## config.mk

```make
export PLATFORM = sky130hd
export DESIGN_NAME = sar_sequencer
export DESIGN_NICKNAME = d
export VERILOG_FILES = /design/src/rtl/sar_pkg.sv /design/src/rtl/sar_result_reg.sv /design/src/rtl/sar_sequencer.sv
export SDC_FILE = /design/constraint.sdc
export NUM_CORES = 1
export LEC_CHECK = 0
export ABC_AREA = 1
export BUFFER_PORTS_ARGS = -buffer_cell sky130_fd_sc_hd__buf_2
export CORE_AREA = 5 5 113 115
export CTS_CLUSTER_DIAMETER = 120
export DETAILED_ROUTE_END_ITERATION = 6
export DIE_AREA = 0 0 118 120
export GPL_ROUTABILITY_DRIVEN = 0
export GPL_TIMING_DRIVEN = 1
export SLEW_MARGIN = 20
export SYNTH_ARGS = -nofsm -noshare
export SYNTH_HDL_FRONTEND = slang
export SYNTH_HIERARCHICAL = 1
export SYNTH_SLANG_ARGS = --single-unit
```

## constraint.sdc

```tcl
create_clock -name clk -period 1.79 [get_ports clk]
set_clock_uncertainty 0.2 [all_clocks]
set_input_delay 0.179 -clock clk [delete_from_list [all_inputs] [get_ports clk]]
set_output_delay 0.179 -clock clk [all_outputs]
set_load 0.01 [all_outputs]
```

## src/rtl/sar_pkg.sv

```systemverilog
// Shared definitions for the SAR sequencer.
//   sar_state_t    : conversion FSM states
//   SAMPLE_W_DEF   : default width of the sample-duration configuration
//   SETTLE_W_DEF   : default width of the per-bit settle configuration
//   idx_w()        : width of the bit-index register, clog2(Ndac), at least 1
package sar_pkg;

    typedef enum logic [1:0] {
        ST_IDLE   = 2'd0,
        ST_SAMPLE = 2'd1,
        ST_TRIAL  = 2'd2,
        ST_DONE   = 2'd3
    } sar_state_t;

    localparam int SAMPLE_W_DEF = 8;
    localparam int SETTLE_W_DEF = 4;

    function automatic int idx_w(input int n);
        return (n > 1) ? $clog2(n) : 1;
    endfunction

endpackage

```

## src/rtl/sar_result_reg.sv

```systemverilog
// Valid/ready output register for the SAR result, with sticky overrun flag.
//   clk, rst_n     : clock, async active-low reset
//   load           : one-cycle strobe from the sequencer's DONE state
//   load_code/inv  : code and polarity to capture on load
//   result_ready   : consumer accepts the held result
//   overrun_clr    : clears overrun (a same-edge set wins)
//   result*        : held result, polarity and valid
//   overrun        : an unconsumed result was overwritten
module sar_result_reg #(
    parameter int W = 16
) (
    input  logic         clk,
    input  logic         rst_n,
    input  logic         load,
    input  logic [W-1:0] load_code,
    input  logic         load_inv,
    input  logic         result_ready,
    input  logic         overrun_clr,
    output logic [W-1:0] result,
    output logic         result_inv,
    output logic         result_valid,
    output logic         overrun
);

    always_ff @(posedge clk or negedge rst_n) begin
        if (!rst_n) begin
            result       <= '0;
            result_inv   <= 1'b0;
            result_valid <= 1'b0;
            overrun      <= 1'b0;
        end else begin
            // A new result beats a same-edge consume: valid stays up with new data.
            if (load) begin
                result       <= load_code;
                result_inv   <= load_inv;
                result_valid <= 1'b1;
            end else if (result_ready) begin
                result_valid <= 1'b0;
            end

            if (load && result_valid && !result_ready)
                overrun <= 1'b1;
            else if (overrun_clr)
                overrun <= 1'b0;
        end
    end

endmodule

```

## src/rtl/sar_sequencer.sv

```systemverilog
// Successive-approximation sequencer for the capacitor-array drivers.
// One conversion per accepted start: sample phase, then one trial per DAC
// bit (MSB first), each held settle_cycles+1 cycles before the comparator
// decision is taken.
//   clk, rst_n        : clock, async active-low reset
//   start             : conversion request, honoured only in IDLE
//   sample_cycles     : sample-phase length (0 behaves as 1)
//   settle_cycles     : extra wait cycles per trial bit
//   chop_en           : toggle drive polarity on this conversion
//   comp_out          : comparator decision (1 = keep, before polarity)
//   busy, sample      : conversion in progress / sampling switch enable
//   dac_state         : trial code to the capacitor drivers
//   dac_drive_invert  : drive polarity, constant for a whole conversion
//   result*, overrun* : output register (see sar_result_reg)
module sar_sequencer
    import sar_pkg::*;
#(
    parameter int Ndac     = 16,
    parameter int SAMPLE_W = SAMPLE_W_DEF,
    parameter int SETTLE_W = SETTLE_W_DEF
) (
    input  logic                clk,
    input  logic                rst_n,
    input  logic                start,
    input  logic [SAMPLE_W-1:0] sample_cycles,
    input  logic [SETTLE_W-1:0] settle_cycles,
    input  logic                chop_en,
    input  logic                comp_out,
    output logic                busy,
    output logic                sample,
    output logic [Ndac-1:0]     dac_state,
    output logic                dac_drive_invert,
    output logic [Ndac-1:0]     result,
    output logic                result_inv,
    output logic                result_valid,
    input  logic                result_ready,
    output logic                overrun,
    input  logic                overrun_clr
);

    localparam int IDX_W = idx_w(Ndac);
    localparam logic [IDX_W-1:0] IDX_TOP = IDX_W'(Ndac - 1);

    sar_state_t          state_q,      state_d;
    logic                sample_q,     sample_d;
    logic [SAMPLE_W-1:0] sample_cnt_q, sample_cnt_d;
    logic [SETTLE_W-1:0] settle_cnt_q, settle_cnt_d;
    logic [SETTLE_W-1:0] settle_cfg_q, settle_cfg_d;
    logic [IDX_W-1:0]    idx_q,        idx_d;
    logic [Ndac-1:0]     dac_q,        dac_d;
    logic                inv_q,        inv_d;
    logic [IDX_W-1:0]    idx_m1;
    logic                done;

    assign idx_m1 = idx_q - IDX_W'(1);

    always_ff @(posedge clk or negedge rst_n) begin
        if (!rst_n) state_q <= ST_IDLE;
        else        state_q <= state_d;
    end

    always_comb begin
        state_d      = state_q;
        sample_d     = sample_q;
        sample_cnt_d = sample_cnt_q;
        settle_cnt_d = settle_cnt_q;
        settle_cfg_d = settle_cfg_q;
        idx_d        = idx_q;
        dac_d        = dac_q;
        inv_d        = inv_q;
        done         = 1'b0;

        case (state_q)
            ST_IDLE: begin
                if (start) begin
                    state_d      = ST_SAMPLE;
                    sample_d     = 1'b1;
                    sample_cnt_d = (sample_cycles == '0) ? SAMPLE_W'(1) : sample_cycles;
                    settle_cfg_d = settle_cycles;
                    inv_d        = chop_en ? ~inv_q : 1'b0;
                end
            end

            // Counter holds the remaining sample cycles; the edge that sees 1
            // ends the phase and presents the MSB trial.
            ST_SAMPLE: begin
                if (sample_cnt_q <= SAMPLE_W'(1)) begin
                    state_d          = ST_TRIAL;
                    sample_d         = 1'b0;
                    sample_cnt_d     = '0;
                    dac_d            = '0;
                    dac_d[Ndac-1]    = 1'b1;
                    settle_cnt_d     = settle_cfg_q;
                end else begin
                    sample_cnt_d = sample_cnt_q - SAMPLE_W'(1);
                end
            end

            ST_TRIAL: begin
                if (settle_cnt_q == '0) begin
                    if (!(comp_out ^ inv_q))
                        dac_d[idx_q] = 1'b0;
                    if (idx_q == '0) begin
                        state_d = ST_DONE;
                    end else begin
                        idx_d         = idx_m1;
                        dac_d[idx_m1] = 1'b1;
                        settle_cnt_d  = settle_cfg_q;
                    end
                end else begin
                    settle_cnt_d = settle_cnt_q - SETTLE_W'(1);
                end
            end

            ST_DONE: begin
                done    = 1'b1;
                state_d = ST_IDLE;
                dac_d   = '0;
                idx_d   = IDX_TOP;
            end

            default: state_d = ST_IDLE;
        endcase
    end

    always_ff @(posedge clk or negedge rst_n) begin
        if (!rst_n) begin
            sample_q     <= 1'b0;
            sample_cnt_q <= '0;
            settle_cnt_q <= '0;
            settle_cfg_q <= '0;
            idx_q        <= IDX_TOP;
            dac_q        <= '0;
            inv_q        <= 1'b0;
        end else begin
            sample_q     <= sample_d;
            sample_cnt_q <= sample_cnt_d;
            settle_cnt_q <= settle_cnt_d;
            settle_cfg_q <= settle_cfg_d;
            idx_q        <= idx_d;
            dac_q        <= dac_d;
            inv_q        <= inv_d;
        end
    end

    assign busy             = (state_q != ST_IDLE);
    assign sample           = sample_q;
    assign dac_state        = dac_q;
    assign dac_drive_invert = inv_q;

    // DONE already holds the final code in dac_q, so it is captured directly.
    sar_result_reg #(.W(Ndac)) u_result (
        .clk          (clk),
        .rst_n        (rst_n),
        .load         (done),
        .load_code    (dac_q),
        .load_inv     (inv_q),
        .result_ready (result_ready),
        .overrun_clr  (overrun_clr),
        .result       (result),
        .result_inv   (result_inv),
        .result_valid (result_valid),
        .overrun      (overrun)
    );

endmodule

```

; Word-level counts from Yosys, hierarchy flattened
; Index checks and enable logic that the tools add are counted.
[word_totals]
ff_bits = 59
output_inout_bits = 38
wordCells = 93
[op_classes]
n_reduce_logical = 23
bitwise = 5
add_sub_neg = 3
order_cmp = 5
mux = 36
eq_ne = 9
[op_table]
columns = operator, n
row1 = 16-bit 2-to-1 mux, 6
row2 = 16-bit case mux with 3 select lines, 1
row3 = 8-bit 2-to-1 mux, 3
row4 = 4-bit 2-to-1 mux, 5
row5 = 16-bit bitwise AND, 1
row6 = 16-bit NOT, 1
row7 = 16-bit OR, 1
row8 = 4-bit case mux with 2 select lines, 2
row9 = 8-bit case mux with 2 select lines, 1
row10 = 3-bit AND reduction, 4
row11 = 2-bit nonzero test, 6
row12 = 4-bit by 5-bit less-than comparator with 1-bit output (second input constant), 2
row13 = 1-bit 2-to-1 mux, 10
row14 = 2-bit inequality test (second input constant), 5
row15 = 1-bit demux with 4-bit select, 2
row16 = 4-bit by 1-bit greater-or-equal comparator with 1-bit output (second input constant), 2
row17 = 8-bit by 1-bit less-or-equal comparator with 1-bit output (second input constant), 1
row18 = 4-bit logical NOT, 2
row19 = 8-bit logical NOT, 1
row20 = 2-bit 2-to-1 mux, 4
row21 = 2-bit case mux with 4 select lines, 1
row22 = 4-bit by 1-bit subtractor with 4-bit output (second input constant), 2
row23 = 8-bit by 1-bit subtractor with 8-bit output (second input constant), 1
row24 = 2-bit == test (second input constant), 2
row25 = 11 further kinds, 15

; Depth between registers and ports, before layout
; Gate-level depths: netlist of run 1.
[depth]
ltp_word = 13
mapped_depth = 11
ltp_nobuf = 11

; Cells and area by module
; Netlist of run 1, hierarchy kept.
[modules_own_cells]
columns = mod, area_each_um2, cells_per_inst, n_inst, seq_area_each_um2
row1 = sar_sequencer, 2633.8, 378, 1, 1006.0
row2 = sar_result_reg, 753.2, 81, 1, 475.5

; Least setup slack after synthesis of run 1
; Ideal clock, no wire load.
[synth_timing]
path_type = flip-flop to flip-flop
start = register state_q[0]
end = register dac_q[10], in the netlist dac_state[10]
setup_time_ns = 0.065
synth_period_minus_slack_ns = 1.761
path_buffers = 2
arrival_time_ns = 1.497
path_stages_with_launch = 12
setup_slack_ns = 0.029
t_required_ns = 1.525
path_cell_list = dfrtp_1 inv_1 ha_1 clkbuf_2 nand2_4 inv_2 nor2_4 nand2_8 nor2_8 buf_12 nand2_1 nand2_1
[synth_between]
elab_chain_cells = 3
[synth_lines]
columns = element, line
row1 = "start, declared", sar_sequencer.sv:44  ; sar_state_t state_q, state_d;
row2 = "start signal, assigned", sar_sequencer.sv:59  ; else state_q <= state_d;
row3 = 2-bit == test / 2-bit by 1-bit == test with 1-bit output (equally long branches), sar_sequencer.sv:73  ; case (state_q)
row4 = 2-bit inequality test (no source line) / 3-bit nonzero test (equally long branches), -
row5 = 3-bit AND reduction (no source line), -
row6 = "end signal, assigned", sar_sequencer.sv:133  ; dac_q <= '0;
row7 = "end signal, assigned", sar_sequencer.sv:141  ; dac_q <= dac_d;
row8 = "end, declared", sar_sequencer.sv:50  ; logic [Ndac-1:0] dac_q, dac_d;
; Parallel ways exist; a longest one is shown, timed or not.
; A chain may end at the register's enable or synchronous reset.

; Worst setup path in the final report of run 1
[layout_timing]
start = register idx_q[0]
end = register dac_q[5], in the netlist dac_state[5]
[layout_between]
elab_chain_cells = 13
[layout_lines]
columns = element, line
row1 = "start, declared", sar_sequencer.sv:49  ; logic [IDX_W-1:0] idx_q, idx_d;
row2 = "start signal, assigned", sar_sequencer.sv:140  ; idx_q <= idx_d;
row3 = 4-bit by 5-bit less-than comparator with 1-bit output (implied by the code) / 4-bit by 1-bit greater-or-equal comparator with 1-bit output (equally long branches), sar_sequencer.sv:102  ; dac_d[idx_q] = 1'b0;
row4 = 1-bit logical AND (implied by the code), sar_sequencer.sv:102
row5 = 1-bit 2-to-1 mux (implied by the code), sar_sequencer.sv:102
row6 = 1-bit demux with 4-bit select, sar_sequencer.sv:102
row7 = 16-bit NOT (no source line), -
row8 = 16-bit bitwise AND (no source line), -
row9 = 16-bit 2-to-1 mux, sar_sequencer.sv:101  ; if (!(comp_out ^ inv_q))
row10 = 16-bit 2-to-1 mux, sar_sequencer.sv:100  ; if (settle_cnt_q == '0) begin
row11 = 16-bit 2-to-1 mux, sar_sequencer.sv:73
row12 = 16-bit OR (no source line), -
row13 = 16-bit 2-to-1 mux (*), sar_sequencer.sv:103  ; if (idx_q == '0) begin
row14 = 16-bit 2-to-1 mux (*), sar_sequencer.sv:100
row15 = 16-bit case mux with 3 select lines (*), sar_sequencer.sv:73
; Every way passes the cells marked *; elsewhere a longest branch is shown, timed or not. The select of a mux whose other input is x is not followed.

==> metrics, run 1 <==
status complete, no violations; vias in the first global route 3120; WP data required 1.85 ns; Hold Path Origin start; vias between 3000 and 4000; Routed wire per std cell 11.6 um; DRT antenna net count 0; total gr overflow 0; Worst Setup Path Type reg2reg; HPWL after detailed placement 5870 um; RSZ-0062 raised after global routing yes; Initial Util between 20% and 30%; Final Cycle Share between 90 and 100%; peak supply drop just over 0.0008 V; GRT Total Usage 12.1%; die height approximately 120 um; Sink Count 59; Yosys top cell area share between 40% and 50%; Final Instance Count excl. Fillers between 700 and 800; final core occ 39.4%; yosys warns 6; CTS tree built; ant diodes 0; Commonest cells post-synth nand2_1, dfrtp_1, inv_1; Die ar. 0.0142 mm^2; final hold violation count 0; pin count of the biggest net entering global routing 60; die width roughly 120 um; Cells after Synth ~460; TritonCTS buffer count 9; crit path time final between 1.5 and 2 ns; Reg clk slew, reported paths roughly 0.060 ns; worst hold slack between 0.08 and 0.09 ns; crit path DAT 1.82 ns; CP delay by family, top simple AND/OR/NAND/NOR gates; Setup crit start idx_q[0]; Place WS -0.0601 ns; Core ar. around 0.012 mm^2; WL final 8340 um; placed cell area about 0.004 mm^2; Post-Syn Area 0.00339 mm^2; slew of the pin with the lowest slew margin a little over 0.3 ns; H-tree depth reported by CTS 3; Leakage between 2 and 3 nW; leading area contributor after synthesis dfrtp_1; fin area around 0.0046 mm^2; Worst setup EP type flip-flop; Final setup viols 0; Max Slew Vio Count 0; NumNets Final 598; initial antenna violation count 0; CP dominant cell by count nand2_1; drt initial violations between 100 and 150; Port-buffer cells 56; final setup TNS 0 ns; DR vias/cell 4.40; worst-path fanout max 4; final setup margin between 0.03 and 0.04 ns; Slew headroom between 70% and 80%; Max Freq 0.569 GHz; total power 8.51 mW; Area contributors post-synth dfrtp_1, nand2_1, ha_1; startpoint types flip-flop; first-pass GRT wire length around 14000 um; DRC Markers 0; EDFF count, synth 0; worst skew pair latency about 0.32 ns; Synth Flop Type dfrtp_1; synthesis-to-finish area growth 36.4%; critical path cell sequence inv_1 > ha_4 > inv_1 > nand2_1 > nand2_2 > inv_2 > nor2_2 > nand2_1 > nand2_1 > nand2_2 > nand2_1; Mean Syn Cell Area 7.38 um^2; Largest stage delay, worst path roughly 0.53 ns; register bit total from synthesis between 50 and 60; Post-synth ARST share 100%; pwr dens roughly 1800 mW/mm^2; cell with the largest stage delay on the worst path dfstp_2; Root Buffer Master clkbuf_16; DP Cell Count slightly below 700; IO Pins between 50 and 60; most common cell in the netlist nand2_1; RR Startpoint idx_q[0]; CP Buf/Inv Count 3; Row Count 40; First-pass DRT Iterations 6; Seq/Total Area, Yosys between 40% and 50%; worst hold path type in2reg; layout cells sized above 1 between 20% and 30%; Max-Cap Viols 0; library cells used by synthesis 36; syn_nets ~500; Clock Path Buffers 2
flip-flops by register name (all words and copies together), names as in the netlist:
signal                 count
u_result/result_inv        1
dac_drive_invert           1
idx_q                      4
dac_state                 16
settle_cfg_q               4
u_result/result_valid      1
state_q                    2
sample                     1
sample_cnt_q               8
settle_cnt_q               4
u_result/result           16
u_result/overrun           1
logic make-up (layout without fill, tap and decap cells):
group / after synthesis / count (layout) / synth area share, %
AND/OR/NAND/NOR: 300 / 301 / 37.7
flip-flops: 59 / 59 / 43.7
buffers and inverters: 52 / 163 / 7.42
AO/OA/AOI/OAI: 31 / 31 / 5.32
adder cells (fa/ha/maj): 13 / 13 / 4.80
XOR/XNOR: 4 / 4 / 1.03
routing by layer:
metal / track usage (%) / wire [um] / vias up
met5: 0 / 0 / -
met4: 3.37 / 143 / 0
met3: 3.86 / 455 / 15
met2: 20.5 / 4030 / 82
met1: 14.7 / 3710 / 1417
li1: - / - / 1648
area by class of cell:
type / count / area [um^2]
clock buffers: 11 / 243
repair buffers: 102 / 719
clock inverters: 5 / 28.8
fillers: 1207 / 7090
multi-input cells: 349 / 1780
inverters: 45 / 184
well taps: 147 / 184
flip-flops and latches: 59 / 1480
final timing paths:
check                                      endpoint  slack, ns  depth (start not counted)
worst max-delay path                   dac_state[5]       0.03                         11
worst min-delay path                         sample       0.08                          5
worst max register to register         dac_state[5]       0.03                         11
worst min register to register  u_result/result[13]       0.26                          2
max in group asynchronous                  idx_q[3]       0.88                          3
min in group asynchronous       u_result/result[14]       0.20                          3
cells in the final DEF, fill, tap and decap left out, types with 3 or more instances in the layout:
| cell type | n |
|---|---|
| dfrtp_1 | 54 |
| nor2_2 | 6 |
| dfstp_2 | 4 |
| nor2_1 | 29 |
| o21ai_1 | 3 |
| nor2_4 | 5 |
| ha_1 | 6 |
| inv_4 | 3 |
| nand3_1 | 23 |
| buf_6 | 3 |
| inv_1 | 32 |
| o21ai_0 | 15 |
| nand2_1 | 214 |
| clkinv_2 | 4 |
| inv_2 | 9 |
| dlygate4sd3_1 | 16 |
| buf_2 | 56 |
| buf_4 | 24 |
| a21oi_1 | 6 |
| clkbuf_16 | 10 |
| xor2_1 | 3 |
| nand2_2 | 12 |
| ha_4 | 4 |
| ha_2 | 3 |
| nand4_1 | 4 |
where the power goes:
part	switching, mW	internal [mW]	total, mW
clock network	0.586	0.965	1.55
registers	0.428	1.89	2.32
logic	2.75	1.89	4.64
timing repair:
item,CTS,global route
buffers inserted,0,5
hold buffers,16,0
gates resized for setup,6,38
cloned,1,1
pin swaps,2,17
endpoints found under the setup margin,20,32
endpoints found under the hold margin,74,0
worst register-to-register path, cell delays in order, from the launching register on:
cell and delay [ns]:
dfstp_2 0.53, inv_1 0.08, ha_4 0.18, inv_1 0.05
nand2_1 0.05, nand2_2 0.12, inv_2 0.08, nor2_2 0.14
nand2_1 0.08, nand2_1 0.08, nand2_2 0.05, nand2_1 0.05
Power figures use the tool's default switching activity.
==> run 2: changes to the inputs <==
Settings changed: CAP_MARGIN set to 20, CORE_AREA 5 5 113 115 to 2 2 110 112, DIE_AREA 0 0 118 120 to 0 0 112 114.
Clock period 1.79 ns to 1.9 ns, I/O delays scaled along.
==> run 2 against run 1 <==
Count of clock-buffer cells in the layout fell by 1. Flip-flop and latch count is the same. Clock power up 11%. Total power fell by 8.0%. Non-clock buffer count fell by 14. Die area is 9.8% lower. Setup slack better by 0.035 ns. Utilization is 1.2 points lower. Via count down 1.1%. First-iteration DRC count up 35%. Register-to-register slack better by 0.04 ns. Sequential share of layout area is 0.97 points higher.
==> metrics, run 2 (synthesized netlist as in run 1, its figures left out) <==
status complete, no violations; crit path time final roughly 1.8 ns; Worst Hold End sample_cnt_q[4]; Hold Path Origin sample_cycles[4]; initial antenna violation count 0; ant diodes 0; Final setup viols 0; HPWL after detailed placement between 5000 and 6000 um; Core ar. approximately 0.012 mm^2; Worst R2R Path Depth 7; die height between 100 and 150 um; RR Startpoint idx_q[0]; peak supply drop about 0.00062 V; Max Slew Vio Count 0; TritonCTS buffer count 9; Sink Count 59; layout cells sized above 1 approximately 25%; Worst setup EP type flip-flop; fin area 0.00448 mm^2; final hold violation count 0; drt initial violations 140; First-pass DRT Iterations 4; CP delay by family, top flip-flops; Final Instance Count excl. Fillers between 700 and 800; Max-Cap Viols 0; crit path DAT 1.86 ns; most frequent cells in the layout nand2_1, buf_2, dfrtp_1, inv_1, nor2_1; die width ~110 um; synthesis-to-finish area growth 32.3%; Slew headroom between 70% and 80%; pin count of the biggest net entering global routing 60; IO Pins between 50 and 60; CTS tree built; Clock Path Buffers 2; Max Freq 0.546 GHz; vias in the first global route roughly 3100; final core occ a little under two fifths; WL final approximately 8100 um; NumNets Final ~580; worst-path fanout max 8; commonest non-fill, non-tap cell in the layout nand2_1; total gr overflow 0; DRT antenna net count 0; Row Count 40; startpoint types flip-flop; Final Cycle Share 96.4%; Root Buffer Master clkbuf_16; Initial Util 28.9%; Die ar. 0.0128 mm^2; GRT Total Usage ~14%; Fillers between 1000 and 1500; DP Cell Count 668; vias around 3100; placed cell area approximately 0.0039 mm^2; cell with the largest stage delay on the worst path dfstp_2; DRC Markers 0; H-tree depth reported by CTS 3; first-pass GRT wire length ~14000 um; Leakage ~2.5 nW; DR vias/cell between 4 and 5; slew of the pin with the lowest slew margin 0.383 ns; CP Buf/Inv Count 1; Routed wire per std cell 11.5 um; critical path cell sequence inv_1 > ha_2 > nand2_2 > nand2_1 > o211ai_1 > nand2_2 > o21ai_0; r2r endpoint settle_cnt_q[0]; worst skew pair latency approximately 0.33 ns; Port-buffer cells between 50 and 60; CP dominant cell by count nand2_2; pwr dens approximately 1700 mW/mm^2; r2r setup slk just under 0.07 ns; Reg clk slew, reported paths around 0.050 ns; worst hold path type in2reg; WP data required slightly below 2 ns; Worst Setup Path Type reg2reg; WHS Path Cells 3; Largest stage delay, worst path ~0.52 ns
[run 2: worst register-to-register path: stages, from the launching register on]
cell      delay [ns]
dfstp_2         0.52
inv_1           0.07
ha_2            0.23
nand2_2         0.14
nand2_1         0.09
o211ai_1        0.12
nand2_2         0.15
o21ai_0         0.21
[run 2: layout make-up]
| type | instances | area [um^2] | share of cell area, % |
|---|---|---|---|
| Multi-Input combinational cell | 349 | 1750 | 39.0 |
| Timing Repair Buffer | 88 | 572 | 12.8 |
| Clock inverter | 5 | 77.6 | 1.73 |
| Tap cell | 147 | 184 | 4.10 |
| Sequential cell | 59 | 1480 | 33.1 |
| Inverter | 45 | 179 | 3.99 |
| Clock buffer | 10 | 239 | 5.33 |
[run 2: metal layers]
layer  global-route usage [%]  share of wire [%]  wire (um)  up-vias
li1                         -                  -          -     1608
met4                     4.07               0.89         72        0
met2                     24.1                 48       3920       87
met3                     4.41                6.1        494       10
met5                        0                  0          0        -
met1                     16.4                 45       3620     1422
[run 2: timing repair]
action	in CTS	in global routing
hold buffers	14	0
setup buffers	0	5
hold endpoints to repair	72	0
setup endpoints to repair	4	32
pin swaps	1	8
gates cloned	1	0
gates resized for setup	2	25
[run 2: how the worst max path moves through the flow]
stage,cells after the start,startpoint,end
floorplan,11,state_q[0],dac_state[10]
global placement,8,idx_q[0],settle_cnt_q[0]
detailed placement,7,idx_q[0],settle_cnt_q[0]
CTS,8,idx_q[0],settle_cnt_q[0]
global route,8,idx_q[0],settle_cnt_q[2]
finish,7,idx_q[0],settle_cnt_q[0]
[run 2: power breakdown]
| part | internal (mW) | leakage (nW) | switching [mW] |
|---|---|---|---|
| clock network | 1.17 | 0.154 | 0.549 |
| logic | 1.46 | 1.55 | 2.47 |
| registers | 1.78 | 0.762 | 0.399 |
[run 2: metrics by stage]
step	TNS (ns)	hold WS, ns	power (mW)	setup slack, ns
6_report	0	0.000605	7.83	0.0678
5_1_grt	-0.117	0.0357	8.59	-0.0524
4_1_cts	0	0.00611	7.62	0.0160
3_5_place_dp	-0.0806	0.0232	5.75	-0.0425
3_3_place_gp	0	0.0236	5.66	0.0480
2_1_floorplan	0	-0.306	4.73	0.139
